[config.mk]
export PLATFORM = sky130hd
export DESIGN_NAME = packet_serializer
export DESIGN_NICKNAME = d
export VERILOG_FILES = /design/src/rtl/packet_serializer.sv
export SDC_FILE = /design/constraint.sdc
export NUM_CORES = 1
export LEC_CHECK = 0
export ABC_AREA = 1
export BUFFER_PORTS_ARGS = -buffer_cell sky130_fd_sc_hd__buf_2
export CORE_MARGIN = 2
export CORE_UTILIZATION = 45
export DETAILED_ROUTE_END_ITERATION = 10
export GPL_TIMING_DRIVEN = 0
export PLACE_DENSITY = 0.63
export SYNTH_ARGS = -nofsm -noshare
export SYNTH_HDL_FRONTEND = slang
export SYNTH_SLANG_ARGS = --single-unit
[constraint.sdc]
create_clock -name clk -period 5.7 [get_ports clk]
set_clock_uncertainty 0.2 [all_clocks]
set_input_delay 0.57 -clock clk [delete_from_list [all_inputs] [get_ports clk]]
set_output_delay 0.57 -clock clk [all_outputs]
set_load 0.1 [all_outputs]
[src/rtl/packet_serializer.sv]
// -----------------------------------------------------------------------------
// packet_serializer
//
// Purpose:
//   Accepts one packet per valid/ready handshake: a destination (x, y), a
//   payload length in bytes and a payload. It emits the packet as a stream of
//   flits on a valid/ready output. The first flit is the head flit, which
//   holds {x_dest, y_dest, len}, zero-extended, with len in the LSBs. The head
//   flit is followed by ceil(len / FLIT_BYTES) body flits. Each body flit
//   carries consecutive payload bytes starting at bit 0. Payload bytes at or
//   beyond len are driven as zero. A zero-length packet is a single flit.
//
// Ports:
//   clk        - single clock
//   rst_n      - asynchronous active-low reset
//   in_valid   - packet offered
//   in_ready   - high only while idle; packet accepted on in_valid && in_ready
//   in_x_dest  - x destination
//   in_y_dest  - y destination
//   in_len     - payload length in bytes (values above PAYLOAD_SIZE_BYTES
//                are saturated)
//   in_payload - payload, byte 0 at bits [7:0]
//   out_valid  - flit present
//   out_ready  - flit consumed on out_valid && out_ready
//   out_data   - flit data
//   out_type   - 00 HEAD, 01 BODY, 10 TAIL, 11 SINGLE
//   len_err    - one-cycle pulse after accepting an over-long in_len
//   busy       - high whenever a packet is being serialised
// -----------------------------------------------------------------------------
module packet_serializer #(
  parameter int  DEST_ADDR_SIZE_X   = 4,
  parameter int  DEST_ADDR_SIZE_Y   = 4,
  parameter int  PAYLOAD_SIZE_BYTES = 4,
  parameter int  FLIT_W             = 16,
  localparam int LEN_W              = $clog2(PAYLOAD_SIZE_BYTES + 1)
) (
  input  logic                            clk,
  input  logic                            rst_n,
  input  logic                            in_valid,
  output logic                            in_ready,
  input  logic [DEST_ADDR_SIZE_X-1:0]     in_x_dest,
  input  logic [DEST_ADDR_SIZE_Y-1:0]     in_y_dest,
  input  logic [LEN_W-1:0]                in_len,
  input  logic [8*PAYLOAD_SIZE_BYTES-1:0] in_payload,
  output logic                            out_valid,
  input  logic                            out_ready,
  output logic [FLIT_W-1:0]               out_data,
  output logic [1:0]                      out_type,
  output logic                            len_err,
  output logic                            busy
);

  localparam int FLIT_BYTES = FLIT_W / 8;
  localparam int PAY_W      = 8 * PAYLOAD_SIZE_BYTES;
  localparam int HDR_W      = DEST_ADDR_SIZE_X + DEST_ADDR_SIZE_Y + LEN_W;
  localparam int NMAX       = (PAYLOAD_SIZE_BYTES + FLIT_BYTES - 1) / FLIT_BYTES;
  localparam int K_W        = (NMAX > 1) ? $clog2(NMAX) : 1;
  // Shift buffer wide enough that a full flit can always be sliced from it,
  // even when a flit is wider than the whole payload.
  localparam int SH_W       = (PAY_W > FLIT_W) ? PAY_W : FLIT_W;

  if ((FLIT_W % 8 != 0) || (FLIT_W < HDR_W)) begin : g_bad_params
    $error("packet_serializer: FLIT_W must be a multiple of 8 and hold x, y and len");
  end

  typedef enum logic [1:0] {
    IDLE = 2'd0,
    HEAD = 2'd1,
    BODY = 2'd2
  } state_e;

  typedef enum logic [1:0] {
    FT_HEAD   = 2'b00,
    FT_BODY   = 2'b01,
    FT_TAIL   = 2'b10,
    FT_SINGLE = 2'b11
  } flit_type_e;

  state_e                      state_q;
  logic [K_W-1:0]              k_q;
  logic [DEST_ADDR_SIZE_X-1:0] x_q, x_d;
  logic [DEST_ADDR_SIZE_Y-1:0] y_q, y_d;
  logic [LEN_W-1:0]            len_q, len_d;
  logic [PAY_W-1:0]            pay_q, pay_d;
  logic                        out_valid_q;
  logic [FLIT_W-1:0]           out_data_q;
  flit_type_e                  out_type_q;
  logic                        len_err_q;

  logic                        accept;
  logic                        len_over;
  logic [K_W-1:0]              k_inc;

  // Clamp over-long lengths to the payload capacity.
  function automatic logic [LEN_W-1:0] sat_len(input logic [LEN_W-1:0] len);
    if (len > LEN_W'(PAYLOAD_SIZE_BYTES)) begin
      return LEN_W'(PAYLOAD_SIZE_BYTES);
    end
    return len;
  endfunction

  function automatic logic [FLIT_W-1:0] head_flit(
    input logic [DEST_ADDR_SIZE_X-1:0] x,
    input logic [DEST_ADDR_SIZE_Y-1:0] y,
    input logic [LEN_W-1:0]            len
  );
    logic [FLIT_W-1:0] f;
    f            = '0;
    f[HDR_W-1:0] = {x, y, len};
    return f;
  endfunction

  // Body flit k: payload bytes k*FLIT_BYTES upward, bytes at/after len zeroed.
  function automatic logic [FLIT_W-1:0] body_flit(
    input logic [PAY_W-1:0] pay,
    input logic [LEN_W-1:0] len,
    input logic [K_W-1:0]   k
  );
    logic [FLIT_W-1:0] f;
    logic [SH_W-1:0]   sh;
    f  = '0;
    sh = SH_W'(pay) >> (int'(k) * FLIT_W);
    for (int b = 0; b < FLIT_BYTES; b++) begin
      if ((int'(k) * FLIT_BYTES + b) < int'(len)) begin
        f[b*8 +: 8] = sh[b*8 +: 8];
      end
    end
    return f;
  endfunction

  // Flit k is the last one when it reaches or passes the final payload byte.
  function automatic logic is_last(input logic [LEN_W-1:0] len, input logic [K_W-1:0] k);
    return ((int'(k) + 1) * FLIT_BYTES) >= int'(len);
  endfunction

  assign in_ready  = (state_q == IDLE);
  assign busy      = (state_q != IDLE);
  assign accept    = in_valid && in_ready;
  assign len_over  = (in_len > LEN_W'(PAYLOAD_SIZE_BYTES));
  assign k_inc     = k_q + 1'b1;

  assign out_valid = out_valid_q;
  assign out_data  = out_data_q;
  assign out_type  = out_type_q;
  assign len_err   = len_err_q;

  // Capture registers load only on acceptance; inputs are ignored otherwise.
  always_comb begin
    x_d   = x_q;
    y_d   = y_q;
    len_d = len_q;
    pay_d = pay_q;
    if (accept) begin
      x_d   = in_x_dest;
      y_d   = in_y_dest;
      len_d = sat_len(in_len);
      pay_d = in_payload;
    end
  end

  always_ff @(posedge clk or negedge rst_n) begin
    if (!rst_n) begin
      state_q     <= IDLE;
      k_q         <= '0;
      x_q         <= '0;
      y_q         <= '0;
      len_q       <= '0;
      pay_q       <= '0;
      out_valid_q <= 1'b0;
      out_data_q  <= '0;
      out_type_q  <= FT_HEAD;
      len_err_q   <= 1'b0;
    end else begin
      x_q       <= x_d;
      y_q       <= y_d;
      len_q     <= len_d;
      pay_q     <= pay_d;
      len_err_q <= accept && len_over;

      case (state_q)
        IDLE: begin
          if (accept) begin
            state_q     <= HEAD;
            out_valid_q <= 1'b1;
            out_data_q  <= head_flit(x_d, y_d, len_d);
            out_type_q  <= (len_d == '0) ? FT_SINGLE : FT_HEAD;
          end
        end

        HEAD: begin
          if (out_ready) begin
            if (len_q == '0) begin
              state_q     <= IDLE;
              out_valid_q <= 1'b0;
              out_data_q  <= '0;
              out_type_q  <= FT_HEAD;
            end else begin
              state_q    <= BODY;
              k_q        <= '0;
              out_data_q <= body_flit(pay_q, len_q, '0);
              out_type_q <= is_last(len_q, '0) ? FT_TAIL : FT_BODY;
            end
          end
        end

        BODY: begin
          if (out_ready) begin
            if (is_last(len_q, k_q)) begin
              state_q     <= IDLE;
              k_q         <= '0;
              out_valid_q <= 1'b0;
              out_data_q  <= '0;
              out_type_q  <= FT_HEAD;
            end else begin
              k_q        <= k_inc;
              out_data_q <= body_flit(pay_q, len_q, k_inc);
              out_type_q <= is_last(len_q, k_inc) ? FT_TAIL : FT_BODY;
            end
          end
        end

        default: begin
          state_q     <= IDLE;
          out_valid_q <= 1'b0;
        end
      endcase
    end
  end

endmodule

; ---- Word-level counts from Yosys, hierarchy flattened
; Index checks and enable logic that the tools add are counted.
[word_totals]
ff_bits = 66
latch_bits = 0
mem_bits_rw = 0
romBits = 0
inputBits = 47
output_inout_bits = 22
wordCells = 86
mem_count = 0
[classes]
addsub = 4
n_mul = 0
div_mod_pow = 0
order_cmp = 8
n_eq_ne = 8
shifts = 1
n_mux = 43
n_bitwise = 0
n_reduce_logical = 12
[op_table]
columns = operator, count
row1 = 16-bit 2-to-1 mux, 5
row2 = 16-bit one-hot mux with 3 select lines, 1
row3 = 8-bit 2-to-1 mux, 4
row4 = 32-bit by 5-bit >> shifter with 16-bit output, 1
row5 = 2-bit 2-to-1 mux, 13
row6 = 2-bit one-hot mux with 3 select lines, 2
row7 = 4-bit AND reduction, 3
row8 = 1-bit 2-to-1 mux, 11
row9 = 2-bit != test (second input constant), 5
row10 = 3-bit 2-to-1 mux, 3
row11 = 4-bit 2-to-1 mux, 2
row12 = 3-bit >= comparator, 2
row13 = 3-bit zero test, 2
row14 = 1-bit by 3-bit less-than comparator with 1-bit output (first input constant), 2
row15 = 5-bit AND reduction, 1
row16 = 1-bit by 1-bit adder with 2-bit output (second input constant), 2
row17 = 2-bit nonzero test, 2
row18 = 2-bit by 1-bit adder with 3-bit output (second input constant), 1
row19 = 2-bit by 3-bit >= comparator with 1-bit output (first input constant), 1
row20 = 3-bit greater-than comparator (second input constant), 1
row21 = 2-bit by 3-bit less-than comparator with 1-bit output, 1
row22 = 3-bit less-than comparator, 1
row23 = 1-bit one-hot mux with 3 select lines, 1
row24 = 3-bit nonzero test, 1
row25 = other kinds (7), 8

; ---- Logic depth before layout (Yosys ltp)
[logic_depth]
ltp_word = 9
mapped_depth = 12
ltp_nobuf = 9

; ---- Worst setup path before layout
; Ideal clock, no wire load.
[synth_timing]
path_kind = reg2out
start = register state_q[0]
end = output port busy
arrival_ps = 2117
t_required_ps = 4930
path_slack_ps = 2813
path_stages_with_launch = 5
path_buffers = 1
cell_sequence = dfrtp_1 inv_1 ha_1 buf_2 inv_1
[synth_via]
elab_chain_len = 1
[synth_lines]
columns = element, line
row1 = from (decl), 79  ; state_e state_q;
row2 = from (signal assigned), 163  ; state_q <= IDLE;
row3 = from (signal assigned), 183  ; state_q <= HEAD;
row4 = from (signal assigned), 193  ; state_q <= IDLE;
row5 = 2-bit nonzero test, 137  ; assign busy = (state_q != IDLE);
row6 = to (decl), 50  ; output logic busy
; No other way between the ends.

; ---- Worst setup path after layout
; Same ends and word-level chain as after synthesis.

==> flow_summary.yaml <==
status:
  status: "finished clean"
finish:
  syn2layout_area_growth_pct: 19.7
  fin_cells: 606
  layout_commonest_cell: "nand2_1"
  fill_cells: 726
  antennaDiodeCount: 0
  multi_input_area_mm2: 0.00160
  final_util_pct: 54.9
  design.final.nets: 556
  mostFrequentLayoutCells: "nand2_1 (136), buf_2 (76), dfrtp_1 (66), nor2_1 (40), inv_1 (34)"
  seq_area_mm2: 0.00165
  drive_gt1_share_pct: 28.0
timing:
  setup_viol: 0
  finalCritPeriodShare_pct: 45.7
  worstMarginPinSlew_ns: 0.822
  rsz0062_at_grt: "false"
  relSlewSlack_pct: 45.2
  min_period_ns: 2.61
  finalHoldViolCount: 0
  whs_ns: 0.119
  slew_viol_final: 0
  fmax_mhz: 384
  fin_tns_setup_ns: 0
floorplanning:
  die_area_mm2: 0.00847
  core_area_mm2: 0.00761
  initial_utilization_pct: 45.9
  dieWidth_um: 92.0
  rows: 32
  io_pins: 69
  die_y_um: 92.0
clock_network:
  numCtsBuffers: 9
  cts_tree: "yes"
  cts_resized: 0
  clkTransAtPathRegs_ns: 0.07
  clock-sinks: 66
  clockRootBuffer: "clkbuf_8"
  htreeDepth: 3
  cts_hold_buf: 0
  cts_max_path_buffers: 2
  clk_latency_ns: 0.35
  cts_setup_buffers: 0
route:
  wire_per_inst_um: 12.5
  drt_iter0_markers: 133
  routed_wl_mm: 7.60
  drcViolationCount: 0
  num_vias: 2888
  viasPerCell: 4.77
  ant_nets: 0
  drt_pass1_iterations: 4
flow_run:
  cap_violations: 0
min_path:
  min_path_type: "primary input to asynchronous set/reset pin"
global_routing:
  track_usage_pct: 19.2
  grt_pass1_wl_mm: 12.7
  grt_max_degree: 67
  grt-ovfl-total: 0
  antenna_found_initial: 0
  grt_pass1_vias: 2677
synthesis:
  synthDistinctLibCells: 26
  synth_seq_area_share_pct: 47.3
  postSynthCellCount: 420
  synth_nets: 477
  ys.warnings.count: 0
  netlist_area_mm2: 0.00349
  synth_edf_count: 0
  synthArstFlopShare_pct: 100
  ys_ff_latch: 66
  avgSynthCellArea_um2: 8.31
  synth-main-ff-cell: "dfrtp_1"
place:
  dp_hpwl_mm: 5.61
  numPlacedInstances: 590
  gp_congestion: 0.855
  io_buffers: 68
setup_path:
  required_ns: 4.93
  critPathKind: "flop to output pin"
  worstPathArrival_ns: 1.84
  cp-end-kind: "output pin"
  cp-start-kind: "flop"
  cp_max_fo: 10
synth_stat cells, drive strengths merged (2+ instances only):
library cell / number / area (µm²)
dfrtp: 66 / 1650
mux2: 30 / 338
ha: 10 / 125
nand3: 23 / 128
nand4: 2 / 12.5
and2: 8 / 50.1
nor2: 41 / 156
o21ai: 31 / 159
a21oi: 11 / 55.1
nand2: 140 / 536
buf: 15 / 90.1
inv: 39 / 146
final timing paths:
path	startpoint	endpoint	slack, ns	cells after the start
max	state_q[0]	busy	3.09	5
min in group clk	in_payload[29]	pay_q[29]	0.25	2
max reg2reg	k_q	out_data[9]	3.26	12
min reg2reg	y_q[2]	y_q[2]	0.27	2
min	rst_n	pay_q[19]	0.12	1
max in group asynchronous	rst_n	x_q[1]	4.65	1
worst max-delay path: stages (launching register included):
cell and delay (ns):
dfrtp_1 0.38, inv_1 0.10, ha_1 0.31, buf_2 0.21
inv_1 0.08, buf_2 0.42
registers in the layout, indices dropped and copies added, names as in the netlist:
signal     flops
state_q        2
x_q            4
out_data      16
len_q          3
y_q            4
pay_q         32
k_q            1
len_err        1
out_valid      1
out_type       2
metrics by stage:
stage / cell area [µm²] / setup slack (ns)
6_report: 4180 / 3.09
5_1_grt: 4180 / 2.92
4_1_cts: 4180 / 3.06
3_5_place_dp: 3960 / 3.27
3_3_place_gp: 3960 / 3.29
2_1_floorplan: 3490 / 2.81
cells by family (layout without fill, tap and decap cells):
logic type / count (synthesis) / count (layout) / share of synthesized area, %
AO/OA/AOI/OAI: 45 / 45 / 7.10
AND/OR/NAND/NOR: 215 / 215 / 25.5
multiplexers: 30 / 30 / 9.68
buffers and inverters: 54 / 138 / 6.78
adder cells (fa/ha/maj): 10 / 10 / 3.59
flip-flops: 66 / 66 / 47.3
layer usage:
layer / vias to the layer above / GRT usage (%) / share of wire, %
met3: 7 / 4.60 / 4.5
met5: - / 0 / 0
met2: 62 / 28.7 / 44
met4: 0 / 7.84 / 1.7
li1: 1494 / - / -
met1: 1325 / 26.9 / 50
cell type report:
cell class / count / share of cell area, %
clock inverters: 7 / 2.25
inverters: 39 / 3.51
well taps: 102 / 3.06
multi-input cells: 300 / 38.3
clock buffers: 9 / 2.97
flip-flops and latches: 66 / 39.5
plain buffers: 15 / 2.16
repair buffers: 68 / 8.21
Power is left out: the tool's default activity adds up to more than one toggle a clock period on the data nets, which glitch-free logic cannot reach.
